==> config.mk <==
export PLATFORM = sky130hd
export DESIGN_NAME = mic1_mem_responder
export DESIGN_NICKNAME = d
export VERILOG_FILES = /design/src/rtl/mic1_mem_responder.sv
export SDC_FILE = /design/constraint.sdc
export NUM_CORES = 1
export LEC_CHECK = 0
export CAP_MARGIN = 40
export CORE_UTILIZATION = 64
export CTS_BUF_LIST = sky130_fd_sc_hd__clkbuf_8
export CTS_CLUSTER_SIZE = 28
export DETAILED_ROUTE_END_ITERATION = 7
export PLACE_DENSITY_LB_ADDON = 0.25
export SYNTH_ARGS = -nofsm -noshare
export SYNTH_HDL_FRONTEND = slang
export SYNTH_SLANG_ARGS = --single-unit
export TNS_END_PERCENT = 30
==> constraint.sdc <==
create_clock -name clk -period 9.45 [get_ports clk]
set_clock_uncertainty 0.05 [all_clocks]
set_input_delay 1.4175 -clock clk [delete_from_list [all_inputs] [get_ports clk]]
set_output_delay 1.4175 -clock clk [all_outputs]
set_load 0.02 [all_outputs]
==> src/rtl/mic1_mem_responder.sv <==
// mic1_mem_responder
// Memory-side responder for the CPU's serialized 8-bit memory port. A
// transaction is a 4-byte word address (LSB first). For a write, 4 data
// bytes (LSB first) follow and are committed to a local word memory. For a
// read, the addressed word is returned as 4 bytes (LSB first).
//
// Optional feature: define MEM_TIMEOUT_EN to abort a transaction (done+err)
// after TIMEOUT_CYCLES idle enabled cycles between bytes in ADDR or WDATA.
//
// Handshake: bus_valid qualifies bus_in for one cycle. There is no ready.
// The responder takes a byte on every bus_valid=1 cycle in IDLE/ADDR/WDATA
// and ignores bytes in all other states. data_valid marks data_out for one
// cycle, with no backpressure. done (and err, when flagged) pulses once
// per transaction.
//
// Ports:
//   clk, rst_n          clock, asynchronous active-low reset
//   ena                 global enable; when low every register holds
//   bus_in, bus_valid   address / write-data byte from the CPU
//   bus_cmd             01 read, 10 write (sampled on the first byte)
//   data_out, data_valid  read-data byte stream
//   busy                high whenever the FSM is not in IDLE
//   done, err           completion pulse / out-of-range or timeout flag
//   state (internal)    FSM state, left visible for debug probing
module mic1_mem_responder #(
  parameter int ADDR_W         = 4,
  parameter int TIMEOUT_CYCLES = 15
) (
  input  logic       clk,
  input  logic       rst_n,
  input  logic       ena,
  input  logic [7:0] bus_in,
  input  logic       bus_valid,
  input  logic [1:0] bus_cmd,
  output logic [7:0] data_out,
  output logic       data_valid,
  output logic       busy,
  output logic       done,
  output logic       err
);

  typedef enum logic [2:0] {
    S_IDLE, S_ADDR, S_WDATA, S_WR_COMMIT, S_RD_ISSUE, S_RDATA
  } state_t;

  state_t      state;
  logic        is_write;
  logic [31:0] addr_q;
  logic [31:0] data_q;
  logic [31:0] rword;
  logic        rd_err;
  logic [2:0]  cnt;

  logic [31:0] mem [2**ADDR_W];

  logic              addr_oor;
  logic [ADDR_W-1:0] widx;

  assign addr_oor = (addr_q >> ADDR_W) != 32'h0;
  assign widx     = addr_q[ADDR_W-1:0];

`ifdef MEM_TIMEOUT_EN
  localparam logic [3:0] TO_LAST = 4'(TIMEOUT_CYCLES - 1);
  logic [3:0] gap_cnt;
  logic       gap_expire;

  // Expiry fires on the TIMEOUT_CYCLES-th consecutive idle enabled cycle.
  assign gap_expire = ((state == S_ADDR) || (state == S_WDATA)) &&
                      !bus_valid && (gap_cnt == TO_LAST);

  always_ff @(posedge clk or negedge rst_n) begin
    if (!rst_n) begin
      gap_cnt <= 4'h0;
    end else if (ena) begin
      if (((state == S_ADDR) || (state == S_WDATA)) && !bus_valid && !gap_expire)
        gap_cnt <= gap_cnt + 4'h1;
      else
        gap_cnt <= 4'h0;
    end
  end
`endif

  // Word memory is deliberately not reset. The state check keeps a
  // transaction aborted by reset from ever reaching it.
  always_ff @(posedge clk) begin
    if (ena && rst_n && (state == S_WR_COMMIT) && !addr_oor)
      mem[widx] <= data_q;
  end

  always_ff @(posedge clk or negedge rst_n) begin
    if (!rst_n) begin
      state      <= S_IDLE;
      is_write   <= 1'b0;
      addr_q     <= 32'h0;
      data_q     <= 32'h0;
      rword      <= 32'h0;
      rd_err     <= 1'b0;
      cnt        <= 3'd0;
      data_out   <= 8'h0;
      data_valid <= 1'b0;
      busy       <= 1'b0;
      done       <= 1'b0;
      err        <= 1'b0;
    end else if (ena) begin
      // Pulsed outputs default low and are raised only where needed.
      data_out   <= 8'h0;
      data_valid <= 1'b0;
      done       <= 1'b0;
      err        <= 1'b0;
      case (state)
        S_IDLE: begin
          if (bus_valid && ((bus_cmd == 2'b01) || (bus_cmd == 2'b10))) begin
            is_write <= (bus_cmd == 2'b10);
            addr_q   <= {24'h0, bus_in};
            cnt      <= 3'd1;
            state    <= S_ADDR;
            busy     <= 1'b1;
          end
        end
        S_ADDR: begin
          if (bus_valid) begin
            addr_q[{cnt[1:0], 3'b000} +: 8] <= bus_in;
            if (cnt == 3'd3) begin
              cnt   <= 3'd0;
              state <= is_write ? S_WDATA : S_RD_ISSUE;
            end else begin
              cnt <= cnt + 3'd1;
            end
          end
`ifdef MEM_TIMEOUT_EN
          else if (gap_expire) begin
            cnt   <= 3'd0;
            state <= S_IDLE;
            busy  <= 1'b0;
            done  <= 1'b1;
            err   <= 1'b1;
          end
`endif
        end
        S_WDATA: begin
          if (bus_valid) begin
            data_q[{cnt[1:0], 3'b000} +: 8] <= bus_in;
            if (cnt == 3'd3) begin
              // done/err are shown during the commit cycle itself.
              cnt   <= 3'd0;
              state <= S_WR_COMMIT;
              done  <= 1'b1;
              err   <= addr_oor;
            end else begin
              cnt <= cnt + 3'd1;
            end
          end
`ifdef MEM_TIMEOUT_EN
          else if (gap_expire) begin
            cnt   <= 3'd0;
            state <= S_IDLE;
            busy  <= 1'b0;
            done  <= 1'b1;
            err   <= 1'b1;
          end
`endif
        end
        S_WR_COMMIT: begin
          state <= S_IDLE;
          busy  <= 1'b0;
        end
        S_RD_ISSUE: begin
          rword  <= addr_oor ? 32'h0 : mem[widx];
          rd_err <= addr_oor;
          cnt    <= 3'd0;
          state  <= S_RDATA;
        end
        S_RDATA: begin
          // cnt 0..3 emit bytes. cnt 4 is the cycle following done,
          // which returns to IDLE so busy stays high through done.
          if (cnt != 3'd4) begin
            data_out   <= rword[{cnt[1:0], 3'b000} +: 8];
            data_valid <= 1'b1;
            cnt        <= cnt + 3'd1;
            if (cnt == 3'd3) begin
              done <= 1'b1;
              err  <= rd_err;
            end
          end else begin
            cnt   <= 3'd0;
            state <= S_IDLE;
            busy  <= 1'b0;
          end
        end
        default: begin
          state <= S_IDLE;
          busy  <= 1'b0;
        end
      endcase
    end
  end

endmodule

==> After elaboration in Yosys (flattened, before gate mapping) <==
Memories as Yosys holds them, arrays and structs flattened.
Cells that the tools add are included.
Widths: inputs -> output; s select.
{ "word_totals": {"elab_cells": 90, "register_bits": 116, "ram_bits": 512, "n_memories": 1, "output_inout_bits": 12} }
{ "memory_table": {"columns": ["memory", "words", "width", "rd", "rd_ports_with_merged_regs", "write_ports", "line_no", "source"], "rows": [
  ["mem", 16, 32, 1, 0, 1, "54", "logic [31:0] mem [2**ADDR_W];"]
]} }
{ "op_classes": {"add_sub_neg": 2, "reduce_logical": 19, "eq_ne": 16, "mux": 36, "n_bitwise": 1, "n_shift": 3} }
{ "op_table": {"columns": ["cell", "count"], "rows": [
  ["$mux 32", 3],
  ["$bwmux 32", 2],
  ["$pmux 32 s2", 1],
  ["$reduce_bool 32->1", 1],
  ["$shift 8x7->32 const A", 1],
  ["$shiftx 32x6->8", 1],
  ["$shiftx 8x7->32", 1],
  ["$mux 3", 10],
  ["$mux 8", 2],
  ["$pmux 3 s5", 1],
  ["$mux 1", 13],
  ["$ne 2x2->1 const B", 6],
  ["$pmux 3 s4", 1],
  ["$reduce_and 4->1", 3],
  ["$eq 3x2->1 const B", 3],
  ["$neg 5->7", 1],
  ["$reduce_and 7->1", 1],
  ["$eq 3x3->1 const B", 2],
  ["$reduce_and 3->1", 2],
  ["$logic_and 1x1->1", 4],
  ["$pmux 1 s2", 2],
  ["$reduce_bool 4->1", 1],
  ["$add 3x1->3 const B", 1],
  ["$eq 3x1->1 const B", 1],
  ["13 further kinds", 13]
]} }

==> Longest topological paths before layout <==
{ "logic_depth": {"depth_word": 5, "mapped_depth": 9, "depth_no_buf": 7} }

==> Worst setup path after synthesis <==
Ideal clock, no wire load.
{ "synth_timing": {"path_kind": "input to register", "startpoint": "in ena", "endpoint": "mem mem[3][0], enable pin", "arrival_ps": 5212, "setup_slack_ps": 3686, "cell_stages": 4, "setup_ps": 502, "cell_sequence": "clkbuf_1 > nand4_1 > or2_1 > nor4_1"} }
{ "synth_via": {"elab_chain_cells": 5} }
{ "synth_rtl": {"columns": ["item", "line_no", "source"], "rows": [
  ["start, declared", "31", "input logic ena,"],
  ["$logic_and 1x1->1 (3 in a row)", "86", "if (ena && rst_n && (state == S_WR_COMMIT) && !addr_oor)"],
  ["$mux 1", "86", null],
  ["$mux 1 (implied by the code)", "87", "mem[widx] <= data_q;"],
  ["end, declared", "54", null]
]} }
No other way between the ends.

==> Worst setup path in the final report <==
{ "layout_timing": {"startpoint": "in ena", "endpoint": "mem mem[0][29], enable pin"} }
Same word-level chain as after synthesis.

==> flow_summary.ini <==
[detailed_routing]
route.detailed.drc = 0
ant_nets = 0
vias = 12500
wl_per_cell_um = 27.2
wirelength_um = 52500
drt_iter0_markers = 1340
dr.pass1.iters = 5
via_per_inst = 6.50

[power_and_ir_drop]
swShare_pct = 29.8
vdd_ir_drop_max_v = 0.000158
seqPwrFrac_pct = 48.5
p_leak_nw = 8.39
clockPowerShare_pct = 30.2
p_int_w = 0.00488
power_density_nw_per_um2 = 255
power_frac_comb_pct = 21.3
switchingPower_w = 0.00207

[clock_network]
cts.sinks = 628
cts_resized = 0
cts_buffers = 94
htreeDepth = 3
cts.clk_slew.worst_paths_ns = 0.06
cts.path.max_buffers = 3
root_buffer = clkbuf_8
tritoncts = yes
cts_hold_repair.buffers = 0
clk_latency_ns = 0.64
postCtsSetupRepairBufs = 0

[run_status]
outcome = completed

[worst_setup_path]
cp.arrival_ns = 4.15
reg2reg_slack_ns = 5.72
reg2reg_from = addr_q[0]$_DFFE_PN0P_
rr_endpoint = mem[15][29]$_DFFE_PP_
critPathMaxFanout = 29
r2r_cells = 4
critical_path_class = input port to flop
cp-end-kind = flop
startpoint_type = input port
cp.required_ns = 9.69

[yosys]
syn_area_per_cell_um2 = 19.2
synth_top_area_share_pct = 63.3
ys_warn_count = 0
synth_top_cell_by_area = edfxtp_1
synthCells = 1264
synth_seq_cells = 628
netlist-cell-type-count = 43
synth_area_leaders = edfxtp_1 63%, mux4_2 13%, dfrtp_1 12%
ys_seq_area_share_pct = 75.2
syn_area_um2 = 24300
synthesis.nets = 1285

[sta]
tightest_slew_ns = 0.897
timing.fmax_mhz = 256
setup_violations = 0
hold_viol_final = 0
fin_crit_ns = 3.91
rsz0062_at_grt = false
drv_slew = 0
fin_setup_tns_ns = 0
slew_headroom_pct = 39.5
fin_crit_sh_pct = 41.3

[global_route]
grt_pass1_vias = 12800
grt_usage_pct = 28.7
grt_max_degree = 67
grt_pass1_wl_um = 79600
grt_overflow = 0
antenna_found_initial = 0

[floorplan]
die_w_um = 197
fp.dieH_um = 197
core_um2 = 37000
ios = 26
die_area_um2 = 38700
start_util_pct = 65.7
num_rows = 70

[placement]
dpl.cell_count = 1753
gp_congestion = 0.802
dpl.hpwl_um = 32300
io_buffer_count = 25

[min_path]
holdPathStages = 1
hold_class = flop to flop
min_from = rword[22]$_DFFE_PN0P_
min_to = rword[22]$_DFFE_PN0P_

[final_layout]
antenna_cells = 0
postLayoutCoreUtil_pct = 73.8
finalNonFillerCells = 1930
nets = 1366
layout-drive-gt1-share_pct = 23.3
area_growth_pct = 12.3

[flow_run]
drv_cap = 0
## critical path, stage by stage
cell and delay, ns:
clkdlybuf4s50_1 0.45, buf_4 0.32, nand4_1 0.23, or4_4 0.56, nor3_4 0.71, buf_4 0.42
## area by class of cell
class	instances	area, um^2
repair buffers	62	810
clock inverters	69	347
flip-flops and latches	628	18300
fillers	2076	9690
well taps	504	631
multi-input cells	531	5610
clock buffers	108	1490
inverters	28	105
## synthesized netlist by cell type
master / n
a21oi_1: 6
a22o_1: 65
a22oi_1: 65
a31oi_1: 1
a32oi_1: 1
and2_1: 8
and2b_1: 1
and3_1: 6
and4_1: 1
buf_1: 9
buf_2: 15
buf_4: 4
buf_6: 9
clkbuf_1: 40
dfrtp_1: 116
edfxtp_1: 512
ha_1: 7
inv_1: 28
mux2_2: 1
mux2i_1: 8
mux4_2: 136
nand2_1: 105
nand2b_1: 5
nand3_1: 15
nand3b_1: 1
nand4_1: 2
nand4b_1: 1
nor2_1: 15
nor2b_1: 5
nor3_1: 5
nor3_2: 2
nor3b_2: 2
nor4_1: 10
o2111ai_1: 1
o211ai_1: 1
o21a_1: 1
o21ai_0: 47
o21ai_1: 1
o22ai_1: 2
o41ai_2: 1
or2_1: 1
or4_4: 1
xnor2_1: 1
## power by group through the flow
stage	registers, W	logic (W)	clock network [W]
after detailed placement	0.00342	0.00149	0
after global placement	0.00346	0.00133	0
final	0.00337	0.00148	0.00210
after floorplan	0.00324	0.00115	0
after CTS	0.00337	0.00149	0.00213
after global routing	0.00339	0.00160	0.00225
## cells in the final DEF, fill, tap and decap left out, drive strengths merged, types with 7 or more instances in the layout
cell and n:
inv 62, nand3 15, nor3 7, clkbuf 108
clkinv 30, mux2i 8, nor2 15, nor4 10
dfrtp 116, clkdlybuf4s50 24, edfxtp 512, buf 38
and2 8, mux4 136, o21ai 48, a22oi 65
a22o 65, nand2 105, ha 7
## per-stage QoR
step	total power (W)	setup WS (ns)	hold WS [ns]	instance area [um^2]
finish	0.00695	5.54	0.454	27300
global route	0.00724	5.36	0.464	27300
CTS	0.00699	5.54	0.453	27300
detailed placement	0.00491	4.90	0.438	25400
global placement	0.00479	4.99	0.434	25000
floorplan	0.00439	3.69	0.418	24300
## flip-flops by register name, indices dropped and copies added, names as in the netlist
register    count
busy            1
state           3
data_q         32
cnt             3
data_out        8
done            1
data_valid      1
mem           512
rword          32
is_write        1
rd_err          1
err             1
addr_q         32
## how the worst max path moves through the flow
stage	from	slack (ns)	depth (start not counted)	endpoint
after CTS	addr_q[0]$_DFFE_PN0P_	5.54	4	mem[15][15]$_DFFE_PP_
after global placement	ena	4.99	6	mem[0][5]$_DFFE_PP_
after detailed placement	ena	4.90	6	mem[0][6]$_DFFE_PP_
final	ena	5.54	6	mem[0][29]$_DFFE_PP_
after floorplan	ena	3.69	4	mem[3][0]$_DFFE_PP_
after global routing	addr_q[0]$_DFFE_PN0P_	5.36	4	mem[15][21]$_DFFE_PP_
## logic make-up (layout without fill, tap and decap cells)
kind of cell	count (synthesis)	in the layout	synth area share, %
AND/OR/NAND/NOR	186	186	3.59
flip-flops	628	628	75.2
XOR/XNOR	1	1	0.0361
buffers and inverters	105	267	2.04
adder cells (fa/ha/maj)	7	7	0.361
multiplexers	145	145	13.0
AO/OA/AOI/OAI	192	192	5.74
## metal layers
metal / up-vias / wire length (um) / global-route usage, % / part of all wire [%]
li1: 5291 / - / - / -
met1: 6480 / 20700 / 42.4 / 39
met2: 684 / 24900 / 43.2 / 47
met3: 84 / 5690 / 6.74 / 11
met4: 0 / 1200 / 9.33 / 2.3
met5: - / 0 / 0 / 0
Power figures use the tool's default switching activity.
